===== src/rtl/goose_game_ctrl_pkg.sv =====
`default_nettype none
// +----------------------------------------------------------------------+
// | goose_game_ctrl_pkg                                                  |
// | Shared game-state encodings and visible-area defaults.               |
// | Revision: 1.0                                                        |
// +----------------------------------------------------------------------+
package goose_game_ctrl_pkg;

  typedef logic [1:0]  state_t;
  typedef logic [15:0] cnt16_t;

  localparam state_t c_IDLE  = 2'd0;
  localparam state_t c_START = 2'd1;
  localparam state_t c_RUN   = 2'd2;
  localparam state_t c_HIT   = 2'd3;

  localparam int c_H_VIS_DEF = 640;
  localparam int c_V_VIS_DEF = 480;

  function automatic cnt16_t max16(input cnt16_t a, input cnt16_t b);
    return (a > b) ? a : b;
  endfunction

endpackage
`default_nettype wire


===== src/rtl/goose_game_ctrl_if.sv =====
`default_nettype none
// +----------------------------------------------------------------------+
// | goose_game_ctrl_if                                                   |
// | Pixel/button inputs and game-state outputs of the game controller.   |
// | Revision: 1.0                                                        |
// +----------------------------------------------------------------------+
interface goose_game_ctrl_if;
  import goose_game_ctrl_pkg::*;

  logic [9:0]  x;
  logic [9:0]  y;
  logic        goose;
  logic        bean;
  logic [1:0]  button;
  logic        stop;
  logic        game_reset;
  logic [31:0] score;
  logic [31:0] hi_score;
  state_t      state;

  // master drives pixels/buttons, slave is the controller
  modport master (
    output x, y, goose, bean, button,
    input  stop, game_reset, score, hi_score, state
  );

  modport slave (
    input  x, y, goose, bean, button,
    output stop, game_reset, score, hi_score, state
  );

endinterface
`default_nettype wire


===== src/rtl/goose_game_ctrl_frame_tick_gen.sv =====
`default_nettype none
// +----------------------------------------------------------------------+
// | frame_tick_gen                                                       |
// | One-cycle registered pulse for the cycle after pixel (0,0).          |
// | Revision: 1.0                                                        |
// +----------------------------------------------------------------------+
module frame_tick_gen (
  input  logic       clk,
  input  logic       reset,
  input  logic [9:0] x,
  input  logic [9:0] y,
  output logic       tick
);

  logic r_tick;

  always_ff @(posedge clk or negedge reset) begin
    if (!reset) begin
      r_tick <= 1'b0;
    end else begin
      r_tick <= (x == 10'd0) && (y == 10'd0);
    end
  end

  assign tick = r_tick;

endmodule
`default_nettype wire


===== src/rtl/goose_game_ctrl.sv =====
`default_nettype none
// +----------------------------------------------------------------------+
// | goose_game_ctrl                                                      |
// | IDLE/START/RUN/HIT game FSM with collision detect and scoring.       |
// | Revision: 1.0                                                        |
// +----------------------------------------------------------------------+
module goose_game_ctrl
  import goose_game_ctrl_pkg::*;
#(
  parameter int SCORE_DIV    = 6,
  parameter int SCORE_MAX    = 9999,
  parameter int START_FRAMES = 2,
  parameter int HIT_FRAMES   = 30,
  parameter int H_VIS        = c_H_VIS_DEF,
  parameter int V_VIS        = c_V_VIS_DEF
) (
  input  logic               clk,
  input  logic               reset,
  goose_game_ctrl_if.slave   bus
);

  localparam cnt16_t      c_DIV_LAST   = cnt16_t'(SCORE_DIV - 1);
  localparam cnt16_t      c_SCORE_MAX  = cnt16_t'(SCORE_MAX);
  localparam cnt16_t      c_START_LAST = cnt16_t'(START_FRAMES - 1);
  localparam cnt16_t      c_HIT_MIN    = cnt16_t'(HIT_FRAMES);
  localparam logic [10:0] c_H_VIS      = 11'(H_VIS);
  localparam logic [10:0] c_V_VIS      = 11'(V_VIS);

  logic [1:0] r_rst_sync;
  logic       w_rst_n;
  logic       w_tick;
  logic       w_collide;
  logic       r_btn_prev;
  logic       r_press;
  state_t     r_state;
  state_t     w_state_nxt;
  cnt16_t     r_frame_cnt;
  cnt16_t     w_frame_nxt;
  cnt16_t     r_div_cnt;
  cnt16_t     w_div_nxt;
  cnt16_t     r_score;
  cnt16_t     w_score_nxt;
  cnt16_t     r_hi_score;
  cnt16_t     w_hi_nxt;
  logic       r_stop;
  logic       r_game_reset;

  // Assert asynchronously, release two clocks after reset goes high
  always_ff @(posedge clk or negedge reset) begin
    if (!reset) begin
      r_rst_sync <= 2'b00;
    end else begin
      r_rst_sync <= {r_rst_sync[0], 1'b1};
    end
  end

  assign w_rst_n = r_rst_sync[1];

  frame_tick_gen u_frame_tick_gen (
    .clk   (clk),
    .reset (w_rst_n),
    .x     (bus.x),
    .y     (bus.y),
    .tick  (w_tick)
  );

  assign w_collide = bus.goose & bus.bean
                   & ({1'b0, bus.x} < c_H_VIS)
                   & ({1'b0, bus.y} < c_V_VIS);

  always_ff @(posedge clk or negedge w_rst_n) begin
    if (!w_rst_n) begin
      r_btn_prev <= 1'b0;
      r_press    <= 1'b0;
    end else begin
      r_btn_prev <= |bus.button;
      r_press    <= (|bus.button) & ~r_btn_prev;
    end
  end

  always_comb begin
    w_state_nxt = r_state;
    w_frame_nxt = r_frame_cnt;
    w_div_nxt   = r_div_cnt;
    w_score_nxt = r_score;
    w_hi_nxt    = r_hi_score;
    case (r_state)
      c_IDLE: begin
        if (r_press) begin
          w_state_nxt = c_START;
          w_frame_nxt = '0;
          w_div_nxt   = '0;
          w_score_nxt = '0;
        end
      end
      c_START: begin
        if (w_tick) begin
          if (r_frame_cnt >= c_START_LAST) begin
            w_state_nxt = c_RUN;
            w_frame_nxt = '0;
            w_div_nxt   = '0;
          end else begin
            w_frame_nxt = r_frame_cnt + 16'd1;
          end
        end
      end
      c_RUN: begin
        // Collision has priority over a coincident frame tick
        if (w_collide) begin
          w_state_nxt = c_HIT;
          w_frame_nxt = '0;
          w_div_nxt   = '0;
          w_hi_nxt    = max16(r_hi_score, r_score);
        end else if (w_tick) begin
          if (r_div_cnt >= c_DIV_LAST) begin
            w_div_nxt = '0;
            if (r_score < c_SCORE_MAX) begin
              w_score_nxt = r_score + 16'd1;
            end
          end else begin
            w_div_nxt = r_div_cnt + 16'd1;
          end
        end
      end
      c_HIT: begin
        if (r_press && (r_frame_cnt >= c_HIT_MIN)) begin
          w_state_nxt = c_START;
          w_frame_nxt = '0;
          w_div_nxt   = '0;
          w_score_nxt = '0;
        end else if (w_tick && (r_frame_cnt != 16'hFFFF)) begin
          w_frame_nxt = r_frame_cnt + 16'd1;
        end
      end
      default: begin
        w_state_nxt = c_IDLE;
      end
    endcase
  end

  always_ff @(posedge clk or negedge w_rst_n) begin
    if (!w_rst_n) begin
      r_state      <= c_IDLE;
      r_frame_cnt  <= '0;
      r_div_cnt    <= '0;
      r_score      <= '0;
      r_hi_score   <= '0;
      r_stop       <= 1'b1;
      r_game_reset <= 1'b1;
    end else begin
      r_state      <= w_state_nxt;
      r_frame_cnt  <= w_frame_nxt;
      r_div_cnt    <= w_div_nxt;
      r_score      <= w_score_nxt;
      r_hi_score   <= w_hi_nxt;
      r_stop       <= (w_state_nxt != c_RUN);
      r_game_reset <= (w_state_nxt == c_IDLE) || (w_state_nxt == c_START);
    end
  end

  assign bus.state      = r_state;
  assign bus.stop       = r_stop;
  assign bus.game_reset = r_game_reset;
  assign bus.score      = {16'd0, r_score};
  assign bus.hi_score   = {16'd0, r_hi_score};

endmodule
`default_nettype wire


===== src/flat_wrapper.sv =====
// flat-port wrapper written by rule: the top's interface ports become plain ports
module goose_game_ctrl_flat import goose_game_ctrl_pkg::*;
#(
  parameter int SCORE_DIV    = 6,
  parameter int SCORE_MAX    = 9999,
  parameter int START_FRAMES = 2,
  parameter int HIT_FRAMES   = 30,
  parameter int H_VIS        = c_H_VIS_DEF,
  parameter int V_VIS        = c_V_VIS_DEF
)
  (clk, reset, bus_x, bus_y, bus_goose, bus_bean, bus_button, bus_stop, bus_game_reset, bus_score, bus_hi_score, bus_state);
  goose_game_ctrl_if bus_i ();
  input  logic clk;
  input  logic reset;
  input wire logic [$bits(bus_i.x)-1:0] bus_x;
  input wire logic [$bits(bus_i.y)-1:0] bus_y;
  input wire logic [$bits(bus_i.goose)-1:0] bus_goose;
  input wire logic [$bits(bus_i.bean)-1:0] bus_bean;
  input wire logic [$bits(bus_i.button)-1:0] bus_button;
  output wire logic [$bits(bus_i.stop)-1:0] bus_stop;
  output wire logic [$bits(bus_i.game_reset)-1:0] bus_game_reset;
  output wire logic [$bits(bus_i.score)-1:0] bus_score;
  output wire logic [$bits(bus_i.hi_score)-1:0] bus_hi_score;
  output wire logic [$bits(bus_i.state)-1:0] bus_state;
  assign bus_i.x = bus_x;
  assign bus_i.y = bus_y;
  assign bus_i.goose = bus_goose;
  assign bus_i.bean = bus_bean;
  assign bus_i.button = bus_button;
  assign bus_stop = bus_i.stop;
  assign bus_game_reset = bus_i.game_reset;
  assign bus_score = bus_i.score;
  assign bus_hi_score = bus_i.hi_score;
  assign bus_state = bus_i.state;
  goose_game_ctrl #(.SCORE_DIV(SCORE_DIV), .SCORE_MAX(SCORE_MAX), .START_FRAMES(START_FRAMES), .HIT_FRAMES(HIT_FRAMES), .H_VIS(H_VIS), .V_VIS(V_VIS)) u_core (.clk(clk), .reset(reset), .bus(bus_i));
endmodule

===== config.mk =====
export PLATFORM = sky130hd
export DESIGN_NAME = goose_game_ctrl_flat
export DESIGN_NICKNAME = d
export VERILOG_FILES = /design/src/rtl/goose_game_ctrl_pkg.sv /design/src/rtl/goose_game_ctrl_if.sv /design/src/rtl/goose_game_ctrl_frame_tick_gen.sv /design/src/rtl/goose_game_ctrl.sv /design/src/flat_wrapper.sv
export SDC_FILE = /design/constraint.sdc
export NUM_CORES = 1
export LEC_CHECK = 0
export BUFFER_PORTS_ARGS = -buffer_cell sky130_fd_sc_hd__buf_4
export CORE_MARGIN = 2
export CORE_UTILIZATION = 43
export DETAILED_ROUTE_END_ITERATION = 10
export MAX_ROUTING_LAYER = met4
export PLACE_DENSITY_LB_ADDON = 0.05
export SLEW_MARGIN = 20
export SYNTH_ARGS = -nofsm -noshare
export SYNTH_HDL_FRONTEND = slang
export SYNTH_HIERARCHICAL = 1
export SYNTH_SLANG_ARGS = --single-unit

===== constraint.sdc =====
create_clock -name clk -period 2.6 [get_ports clk]
set_input_delay 0.52 -clock clk [delete_from_list [all_inputs] [get_ports clk]]
set_output_delay 0.52 -clock clk [all_outputs]
set_load 0.02 [all_outputs]

==> flow_metrics.env, run 1 <==
export IMPL_cts_max_level=3
export IMPL_hold_class="register to async pin"
export IMPL_worst_clock_skew_ns=0.00860
export IMPL_yosysSeqAreaShare_pct=41.5
export IMPL_setup_violations=0
export IMPL_fmax_mhz=400
export IMPL_setup_ws_ns=0.0996
export IMPL_rows=36
export IMPL_grt_pass1_wl_mm=17.2
export IMPL_clk_pin_slew_ns=0.08
export IMPL_first_iter_violations=202
export IMPL_cts_buffer_depth=2
export IMPL_yosysMostFrequentCell="dfrtp_1"
export IMPL_critPathTopFamily="simple AND/OR/NAND/NOR gates"
export IMPL_die_height_um=105
export IMPL_ant_nets=0
export IMPL_worst_pin_slew_ns=0.732
export IMPL_cp_startpoint="u_core/r_score[12]"
export IMPL_hold_slack_ns=0.337
export IMPL_cp_num_buf_inv=2
export IMPL_setup_tns_ns=0
export IMPL_cp_start_kind="register"
export IMPL_worst_ir_drop_vdd_v=0.000314
export IMPL_ys_warn_count=6
export IMPL_synth_area_top_cells="dfrtp_1, ha_1, buf_4, a21oi_1, mux2_2"
export IMPL_critPathMaxFanout=11
export IMPL_netlist_area_leader_share_pct=40.4
export IMPL_arrival_ns=2.74
export IMPL_synth_edff_count=0
export IMPL_layout_drive_gt1_share_pct=23.3
export IMPL_p_leak_nw=2.41
export IMPL_fin_util_pct=52.8
export IMPL_fin_cells=679
export IMPL_ys_types=60
export IMPL_dpl_hpwl_mm=7.69
export IMPL_drc=0
export IMPL_cp_cell_sequence="inv_1 > ha_1 > nand4_1 > nor4_2 > a21boi_1 > nand3b_1 > a21oi_2 > buf_4 > mux2_1"
export IMPL_placed_cells=661
export IMPL_dr_pass1_iters=5
export IMPL_viasPerCell=5.47
export IMPL_ys_ff_latch=73
export IMPL_rsz0062_at_grt="no"
export IMPL_grt_pass1_vias=3486
export IMPL_critPathKind="register to register"
export IMPL_cts_root_buf="clkbuf_8"
export IMPL_core_sq_um=9860
export IMPL_place_ws_ns=-0.0186
export IMPL_clock_sinks=73
export IMPL_antenna_found_initial=0
export IMPL_start_util_pct=44.6
export IMPL_synthCells=464
export IMPL_synth_area_sq_um=4400
export IMPL_finalHoldViolCount=0
export IMPL_die_w_um=105
export IMPL_cp_slowest_cell="dfrtp_1"
export IMPL_synthFlopType="dfrtp_1"
export IMPL_cp_end_kind="register"
export IMPL_async_flop_share_pct=100
export IMPL_crit_path_max_incr_delay_ns=0.44
export IMPL_grt_max_degree=40
export IMPL_drv_slew=0
export IMPL_yosysTopAreaCell="dfrtp_1"
export IMPL_fin_crit_sh_pct=96.2
export IMPL_syn_avg_cell_area_sq_um=9.49
export IMPL_groute_usage_overall_pct=19.7
export IMPL_finalPower_mw=3.12
export IMPL_gr_total_overflow=0
export IMPL_fin_area_sq_um=5210
export IMPL_die_area_sq_um=11100
export IMPL_post_drt_wl_per_cell_um=15.1
export IMPL_cts_tree="done"
export IMPL_nNetsFinal=595
export IMPL_gp_congestion=0.912
export IMPL_syn2layout_area_growth_pct=18.3
export IMPL_insertion_delay_ns=0.35
export IMPL_r2r_start="u_core/r_score[12]"
export IMPL_drv_cap=0
export IMPL_status="finished clean"
export IMPL_relSlewSlack_pct=51.2
export IMPL_fillCellCount=925
export IMPL_vias=3715
export IMPL_fin_crit_ns=2.50
export IMPL_num_antenna_cells=0
export IMPL_cts_buffers=9
export IMPL_powerDensity_nw_per_um2=599
export IMPL_ios=94
export IMPL_placedInstanceArea_sq_um=4980
export IMPL_wl_mm=10.2
export IMPL_crit_required_ns=2.84
export IMPL_ys_top_cells_by_count="dfrtp_1, nor2_1, buf_4, inv_1, a21oi_1"
export IMPL_portBuffers=61
[logic make-up after synthesis]
group / Yosys count / synth area share, %
and+or+nand+nor: 156 / 19.2
AOI/OAI and AO/OA: 107 / 16.4
buffers and inverters: 76 / 9.38
DFF: 73 / 41.5
adders and majority gates: 28 / 7.96
muxes: 18 / 4.58
xor gates and xnor gates: 4 / 0.796
other: 2 / 0.171
[report_power, final]
part,switching [mW],internal (mW),leakage (nW)
Sequential,0.0454,1.17,0.998
Combinational,0.691,0.335,1.32
Clock,0.440,0.441,0.0912
Total,1.18,1.94,2.41
[state kept, by name (all words and copies together), names as in the netlist]
| name | flops |
|---|---|
| u_core/u_frame_tick_gen/tick | 1 |
| u_core/r_rst_sync | 2 |
| u_core/bus.state | 2 |
| u_core/r_score | 16 |
| u_core/r_hi_score | 16 |
| u_core/r_div_cnt | 16 |
| u_core/r_btn_prev | 1 |
| u_core/bus.game_reset | 1 |
| u_core/bus.stop | 1 |
| u_core/r_frame_cnt | 16 |
| u_core/r_press | 1 |
[cells in the final DEF (no fill, tap or decap), types with 3 or more instances in the layout]
| master | count |
|---|---|
| or4_1 | 7 |
| a31oi_1 | 10 |
| nor2_1 | 35 |
| and4_1 | 4 |
| nor4_1 | 13 |
| mux2_1 | 4 |
| o21ai_1 | 6 |
| nor2b_1 | 4 |
| xnor2_1 | 3 |
| conb_1 | 33 |
| clkinvlp_4 | 3 |
| clkbuf_8 | 9 |
| nand3_1 | 12 |
| nand2b_1 | 3 |
| and2_1 | 5 |
| nor3_1 | 11 |
| dfrtp_1 | 69 |
| o21ai_0 | 14 |
| o31ai_1 | 10 |
| o21a_1 | 4 |
| nand2_1 | 26 |
| ha_1 | 27 |
| or3_1 | 4 |
| a21oi_1 | 29 |
| a21oi_2 | 3 |
| inv_1 | 32 |
| mux2_2 | 13 |
| nand4_1 | 14 |
| buf_4 | 76 |
| and3_1 | 8 |
| a41oi_1 | 11 |
[area by class of cell]
cell class	count	area, sq um	area share, %
Multi-Input combinational cell	346	2290	44.0
Clock inverter	7	71.3	1.37
Inverter	33	124	2.38
Tap cell	133	166	3.20
Timing Repair Buffer	78	601	11.5
Clock buffer	9	124	2.38
Sequential cell	73	1830	35.2
[final timing paths]
| check | end | slack [ns] | cells past startpoint |
|---|---|---|---|
| min in group clk | u_core/r_rst_sync[1] | 0.36 | 0 |
| hold / removal | u_core/r_div_cnt[9] | 0.34 | 0 |
| hold reg to reg | u_core/r_div_cnt[9] | 0.34 | 0 |
| max in group asynchronous | u_core/r_frame_cnt[0] | 1.59 | 1 |
| setup / recovery | u_core/r_hi_score[15] | 0.1 | 9 |
| setup reg to reg | u_core/r_hi_score[15] | 0.1 | 9 |
[routing by layer]
layer | up-vias | GRT usage [%] | part of all wire (%)
li1 | 1798 | - | -
met1 | 1790 | 26.4 | 47
met2 | 116 | 30.2 | 46
met3 | 11 | 4.18 | 5.2
met4 | 0 | 5.43 | 1.3
met5 | - | - | 0
[what timing repair did]
item / 4_1_cts / 5_1_grt
gates resized for setup: 1 / 4
buffers inserted: 0 / 1
endpoints found under the setup margin: 11 / 27
pin swaps: 0 / 2
hold buffers: 1 / 0
endpoints found under the hold margin: 2 / 0
Power figures use the tool's default switching activity.
==> run 2, diff against run 1 <==
--- a/config.mk
+++ b/config.mk
@@ -5,6 +5,7 @@
 export SDC_FILE = /design/constraint.sdc
 export NUM_CORES = 1
 export LEC_CHECK = 0
+export ABC_AREA = 1
 export BUFFER_PORTS_ARGS = -buffer_cell sky130_fd_sc_hd__buf_4
 export CORE_MARGIN = 2
 export CORE_UTILIZATION = 43
==> run 2 against run 1 <==
Compared with the run above: flip-flop and latch count is the same; power is 28% higher; via count up 10%; die area grew 8.3%; cell area is 5.6% higher; global-route usage up 0.59 points; synthesized cell count is 37% higher; sequential power is 9% higher; register-to-register slack better by 0.23 ns; count of clock-buffer cells in the layout is 1 higher; highest routed layer unchanged; clock skew is 0.0081 ns higher; maximum frequency grew 10%; critical path type unchanged.
==> flow_metrics.env, run 2 <==
export IMPL_layout_drive_gt1_share_pct=17.5
export IMPL_dr_pass1_iters=4
export IMPL_r2r_start="u_core/r_score[1]"
export IMPL_hold_class="register to async pin"
export IMPL_gp_congestion=0.856
export IMPL_drc=0
export IMPL_ys_types=35
export IMPL_start_util_pct=44.1
export IMPL_antenna_found_initial=0
export IMPL_core_sq_um=10800
export IMPL_hold_buffers=1
export IMPL_setup_ws_ns=0.328
export IMPL_powerDensity_nw_per_um2=729
export IMPL_die_w_um=109
export IMPL_finalPower_mw=4.01
export IMPL_ys_ff_latch=73
export IMPL_async_flop_share_pct=100
export IMPL_yosysTopAreaCell="dfrtp_1"
export IMPL_cts_buffer_depth=2
export IMPL_crit_path_max_incr_delay_ns=0.47
export IMPL_die_area_sq_um=12000
export IMPL_viasPerCell=4.83
export IMPL_synth_area_top_cells="dfrtp_1, nand2_1, ha_1, nor2_1, nand3_1"
export IMPL_cts_root_buf="clkbuf_8"
export IMPL_fin_cells=848
export IMPL_clock_sinks=73
export IMPL_netlist_area_leader_share_pct=37.2
export IMPL_rsz0062_at_grt="no"
export IMPL_relSlewSlack_pct=49.4
export IMPL_worst_pin_slew_ns=0.759
export IMPL_grt_max_degree=72
export IMPL_cts_resized_gates=0
export IMPL_drv_cap=0
export IMPL_worst_ir_drop_vdd_v=0.000405
export IMPL_cts_setup_buffers=0
export IMPL_nNetsFinal=757
export IMPL_vias=4099
export IMPL_die_height_um=109
export IMPL_hold_slack_ns=0.283
export IMPL_synth_area_sq_um=4780
export IMPL_status="finished clean"
export IMPL_reg2reg_to="u_core/r_score[13]"
export IMPL_portBuffers=61
export IMPL_syn_avg_cell_area_sq_um=7.51
export IMPL_ios=94
export IMPL_yosysSeqAreaShare_pct=38.3
export IMPL_clk_pin_slew_ns=0.08
export IMPL_ys_warn_count=6
export IMPL_critPathKind="register to register"
export IMPL_rows=38
export IMPL_first_iter_violations=165
export IMPL_setup_tns_ns=0
export IMPL_cp_slowest_cell="dfrtp_1"
export IMPL_cp_cell_sequence="ha_1 > nand3_1 > inv_1 > nor2_1 > nor2_1 > nor2_1 > nand2_1 > nand2_2 > nand2_4 > nand2_1 > nand2_1"
export IMPL_crit_required_ns=2.85
export IMPL_grt_pass1_wl_mm=18.4
export IMPL_reg2regPathDepth=11
export IMPL_insertion_delay_ns=0.37
export IMPL_critPathMaxFanout=17
export IMPL_r2r_slack_ns=0.33
export IMPL_worst_clock_skew_ns=0.0167
export IMPL_dpl_hpwl_mm=7.73
export IMPL_p_leak_nw=2.89
export IMPL_cts_buffers=9
export IMPL_cp_end_kind="register"
export IMPL_synth_edff_count=0
export IMPL_syn2layout_area_growth_pct=15.0
export IMPL_final_common_cell="nand2_1"
export IMPL_gr_total_overflow=0
export IMPL_cts_tree="done"
export IMPL_finalHoldViolCount=0
export IMPL_synthFlopType="dfrtp_1"
export IMPL_fin_crit_ns=2.27
export IMPL_setup_violations=0
export IMPL_fmax_mhz=440
export IMPL_placed_cells=831
export IMPL_place_ws_ns=0.365
export IMPL_cp_start_kind="register"
export IMPL_yosysMostFrequentCell="nand2_1"
export IMPL_post_drt_wl_per_cell_um=12.7
export IMPL_cts_max_level=3
export IMPL_num_antenna_cells=0
export IMPL_wl_mm=10.8
export IMPL_grt_pass1_vias=3856
export IMPL_ant_nets=0
export IMPL_fin_crit_sh_pct=87.4
export IMPL_synthCells=637
export IMPL_drv_slew=0
export IMPL_ys_top_cells_by_count="nand2_1, nor2_1, dfrtp_1"
export IMPL_groute_usage_overall_pct=20.3
export IMPL_arrival_ns=2.52
export IMPL_final_cell_mix="nand2_1, nor2_1, dfrtp_1"
run 2: cell count changes after synthesis, moves of 13 or more:
cell,before,now
nand3_1,12,52
nor4_1,14,1
a21oi_1,30,13
nor2_1,35,74
inv_1,32,58
nand2_1,26,184
mux2_2,13,0
run 2: kinds of logic (layout without fill, tap and decap cells):
family | Yosys count | after routing | synth area share [%]
other cells | 2 | 33 | 0.157
xor+xnor | 13 | 13 | 2.38
fa+ha+maj | 28 | 28 | 7.33
flops | 73 | 73 | 38.3
compound gates | 46 | 46 | 6.52
buf+inv | 107 | 147 | 12.0
simple gates | 368 | 368 | 33.4
run 2: final cells by class:
class | count | area [sq um]
Timing Repair Buffer | 72 | 568
Sequential cell | 73 | 1830
Multi-Input combinational cell | 488 | 2500
Clock inverter | 6 | 67.6
Clock buffer | 10 | 138
Fill cell | 1086 | 5340
Inverter | 59 | 221
Tap cell | 140 | 175
run 2: layer usage:
layer	part of all wire [%]	global-route usage, %	routed length [um]	vias to the layer above
met1	50	28.1	5430	1907
met5	0	-	0	-
met4	1.0	6.78	110	0
li1	-	-	-	2095
met3	4.2	3.91	456	8
met2	44	29.8	4780	89
run 2: how the worst max path moves through the flow:
stage                         startpoint                  end  slack (ns)  cells after the start
floorplan           u_core/r_rst_sync[1]  u_core/bus.state[0]        0.42                      0
global placement       u_core/r_score[1]    u_core/r_score[6]        0.39                     11
detailed placement     u_core/r_score[1]    u_core/r_score[0]        0.36                     11
CTS                    u_core/r_score[1]   u_core/r_score[13]        0.35                     11
global route           u_core/r_score[1]    u_core/r_score[5]        0.18                     11
finish                 u_core/r_score[1]   u_core/r_score[13]        0.33                     11
run 2: power breakdown:
part / leakage, nW / internal [mW] / switching, mW
registers: 0.996 / 1.23 / 0.0892
clock network: 0.0985 / 0.470 / 0.452
logic: 1.80 / 0.523 / 1.24
run 2: through the flow:
stage / utilization [%] / instance area [sq um]
2_1_floorplan: - / 4900
6_report: 50.7 / 5500
4_1_cts: 50.7 / 5500
3_3_place_gp: 48.7 / 5280
5_1_grt: 50.7 / 5500
3_5_place_dp: 48.7 / 5280
run 2: worst max-delay path: cells and delay by family, from the launching register on:
| kind | cells | cell delay [ns] |
|---|---|---|
| flops | 1 | 0.47 |
| simple gates | 9 | 1.31 |
| fa+ha+maj | 1 | 0.26 |
| buf+inv | 1 | 0.12 |
==> run 3, diff against run 2 <==
==> constraint.sdc (replaced) <==
create_clock -name clk -period 2.9 [get_ports clk]
set_input_delay 0.58 -clock clk [delete_from_list [all_inputs] [get_ports clk]]
set_output_delay 0.58 -clock clk [all_outputs]
set_load 0.02 [all_outputs]
==> run 3 against run 2 <==
Compared with the run above: critical endpoint is now u_core/r_hi_score[10]; die area unchanged; via count rose by 0.20%; clock skew decreased by 0.0048 ns; global-route usage decreased by 0.35 points; routed wire length grew 0.18%; sequential power down 9.8%; largest power group unchanged.
==> flow_metrics.env, run 3 (same netlist as run 2, synthesis figures left out) <==
export IMPL_drv_slew=0
export IMPL_drc=0
export IMPL_setup_tns_ns=0
export IMPL_hold_buffers=1
export IMPL_clock_sinks=73
export IMPL_r2r_slack_ns=0.36
export IMPL_gr_total_overflow=0
export IMPL_vias=4107
export IMPL_finalHoldViolCount=0
export IMPL_power_net_switching_mw=1.56
export IMPL_worst_clock_skew_ns=0.0119
export IMPL_worst_ir_drop_vdd_v=0.000408
export IMPL_p_leak_nw=2.88
export IMPL_final_cell_mix="nand2_1, nor2_1, dfrtp_1"
export IMPL_cts_tree="done"
export IMPL_hold_class="register to async pin"
export IMPL_start_util_pct=44.1
export IMPL_fin_crit_sh_pct=87.7
export IMPL_drv_cap=0
export IMPL_critPathMaxFanout=17
export IMPL_ios=94
export IMPL_rsz0062_at_grt="no"
export IMPL_ant_nets=0
export IMPL_placed_cells=830
export IMPL_cts_buffers=9
export IMPL_cts_max_level=3
export IMPL_relSlewSlack_pct=50.2
export IMPL_gp_congestion=0.818
export IMPL_hold_slack_ns=0.306
export IMPL_fin_crit_ns=2.54
export IMPL_die_area_sq_um=12000
export IMPL_cellInternalPower_mw=1.86
export IMPL_arrival_ns=2.81
export IMPL_place_ws_ns=0.422
export IMPL_r2r_start="u_core/r_score[11]"
export IMPL_finalPower_mw=3.42
export IMPL_fmax_mhz=393
export IMPL_dr_pass1_iters=4
export IMPL_powerDensity_nw_per_um2=627
export IMPL_p_sw_share_pct=45.7
export IMPL_clk_pin_slew_ns=0.08
export IMPL_portBuffers=61
export IMPL_die_w_um=109
export IMPL_crit_required_ns=3.17
export IMPL_fin_cells=847
export IMPL_final_common_cell="nand2_1"
export IMPL_first_iter_violations=182
export IMPL_grt_pass1_wl_mm=18.1
export IMPL_clockPowerShare_pct=22.0
export IMPL_cts_setup_buffers=0
export IMPL_grt_pass1_vias=3878
export IMPL_status="finished clean"
export IMPL_dpl_hpwl_mm=7.67
export IMPL_worst_pin_slew_ns=0.747
export IMPL_fillCellCount=1096
export IMPL_insertion_delay_ns=0.37
export IMPL_cts_buffer_depth=2
export IMPL_p_comb_share_pct=43.4
export IMPL_antenna_found_initial=0
export IMPL_syn2layout_area_growth_pct=14.1
export IMPL_wl_mm=10.8
export IMPL_groute_usage_overall_pct=19.9
export IMPL_grt_max_degree=72
export IMPL_pwr_share_seq_pct=34.7
export IMPL_die_height_um=109
export IMPL_cts_root_buf="clkbuf_8"
export IMPL_nNetsFinal=756
export IMPL_cp_end_kind="register"
export IMPL_layout_drive_gt1_share_pct=17.4
export IMPL_critPathKind="register to register"
export IMPL_setup_ws_ns=0.356
export IMPL_rows=38
export IMPL_reg2reg_to="u_core/r_hi_score[10]"
export IMPL_cp_start_kind="register"
export IMPL_setup_violations=0
export IMPL_post_drt_wl_per_cell_um=12.7
export IMPL_core_sq_um=10800
export IMPL_num_antenna_cells=0
export IMPL_cts_resized_gates=0
export IMPL_reg2regPathDepth=9
export IMPL_viasPerCell=4.85
==> run 3: cell types whose count changed in the layout (fill, tap and decap cells not counted) <==
cell	previous run	this run
bufinv_16	1	0
clkinv_4	2	0
clkbuf_8	10	11
buf_12	2	1
clkinv_2	1	3
==> run 3: power by group through the flow <==
stage,combinational (mW),sequential (mW),clock (mW)
after floorplan,1.18,1.26,0
after global placement,1.49,1.20,0
after detailed placement,1.50,1.20,0
after CTS,1.50,1.19,0.792
after global routing,1.66,1.20,0.829
final,1.48,1.19,0.752
==> run 3: layout make-up <==
| class | instances | area, sq um | area share, % |
|---|---|---|---|
| Multi-Input combinational cell | 488 | 2500 | 45.8 |
| Sequential cell | 73 | 1830 | 33.6 |
| Timing Repair Buffer | 71 | 548 | 10.0 |
| Inverter | 59 | 221 | 4.06 |
| Tap cell | 140 | 175 | 3.21 |
| Clock buffer | 11 | 151 | 2.78 |
| Clock inverter | 5 | 30.0 | 0.551 |
==> run 3: critical path, cell delays in order, from the launching register on <==
cell and delay (ns):
dfrtp_1 0.51, inv_1 0.13, ha_1 0.32, nand2_1 0.07, nor4_1 0.37, nand3_1 0.14
nand2_2 0.33, nand2_2 0.34, nand2_1 0.16, nand2_1 0.06
==> run 3: worst max-delay path by stage <==
stage / endpoint / cells after the start / slack (ns) / from
after detailed placement: u_core/r_hi_score[1] / 9 / 0.42 / u_core/r_score[11]
after global placement: u_core/r_hi_score[1] / 9 / 0.45 / u_core/r_score[13]
after floorplan: u_core/bus.state[0] / 0 / 0.72 / u_core/r_rst_sync[1]
after CTS: u_core/r_hi_score[11] / 9 / 0.41 / u_core/r_score[13]
final: u_core/r_hi_score[10] / 9 / 0.36 / u_core/r_score[11]
after global routing: u_core/r_hi_score[5] / 9 / 0.25 / u_core/r_score[11]
==> run 3: routing by layer <==
| layer | up-vias | GRT usage, % | share of wire, % |
|---|---|---|---|
| met1 | 1913 | 26.1 | 48 |
| met2 | 89 | 30.4 | 46 |
| met3 | 9 | 6.05 | 5.3 |
| li1 | 2096 | - | - |
| met5 | - | - | 0 |
| met4 | 0 | 4.79 | 1.0 |
==> run 3: stage by stage <==
step                      util [%]  area [sq um]
after floorplan                  -          4900
after global placement        48.5          5260
after detailed placement      48.5          5260
after CTS                     50.3          5450
after global routing          50.3          5450
final                         50.3          5450
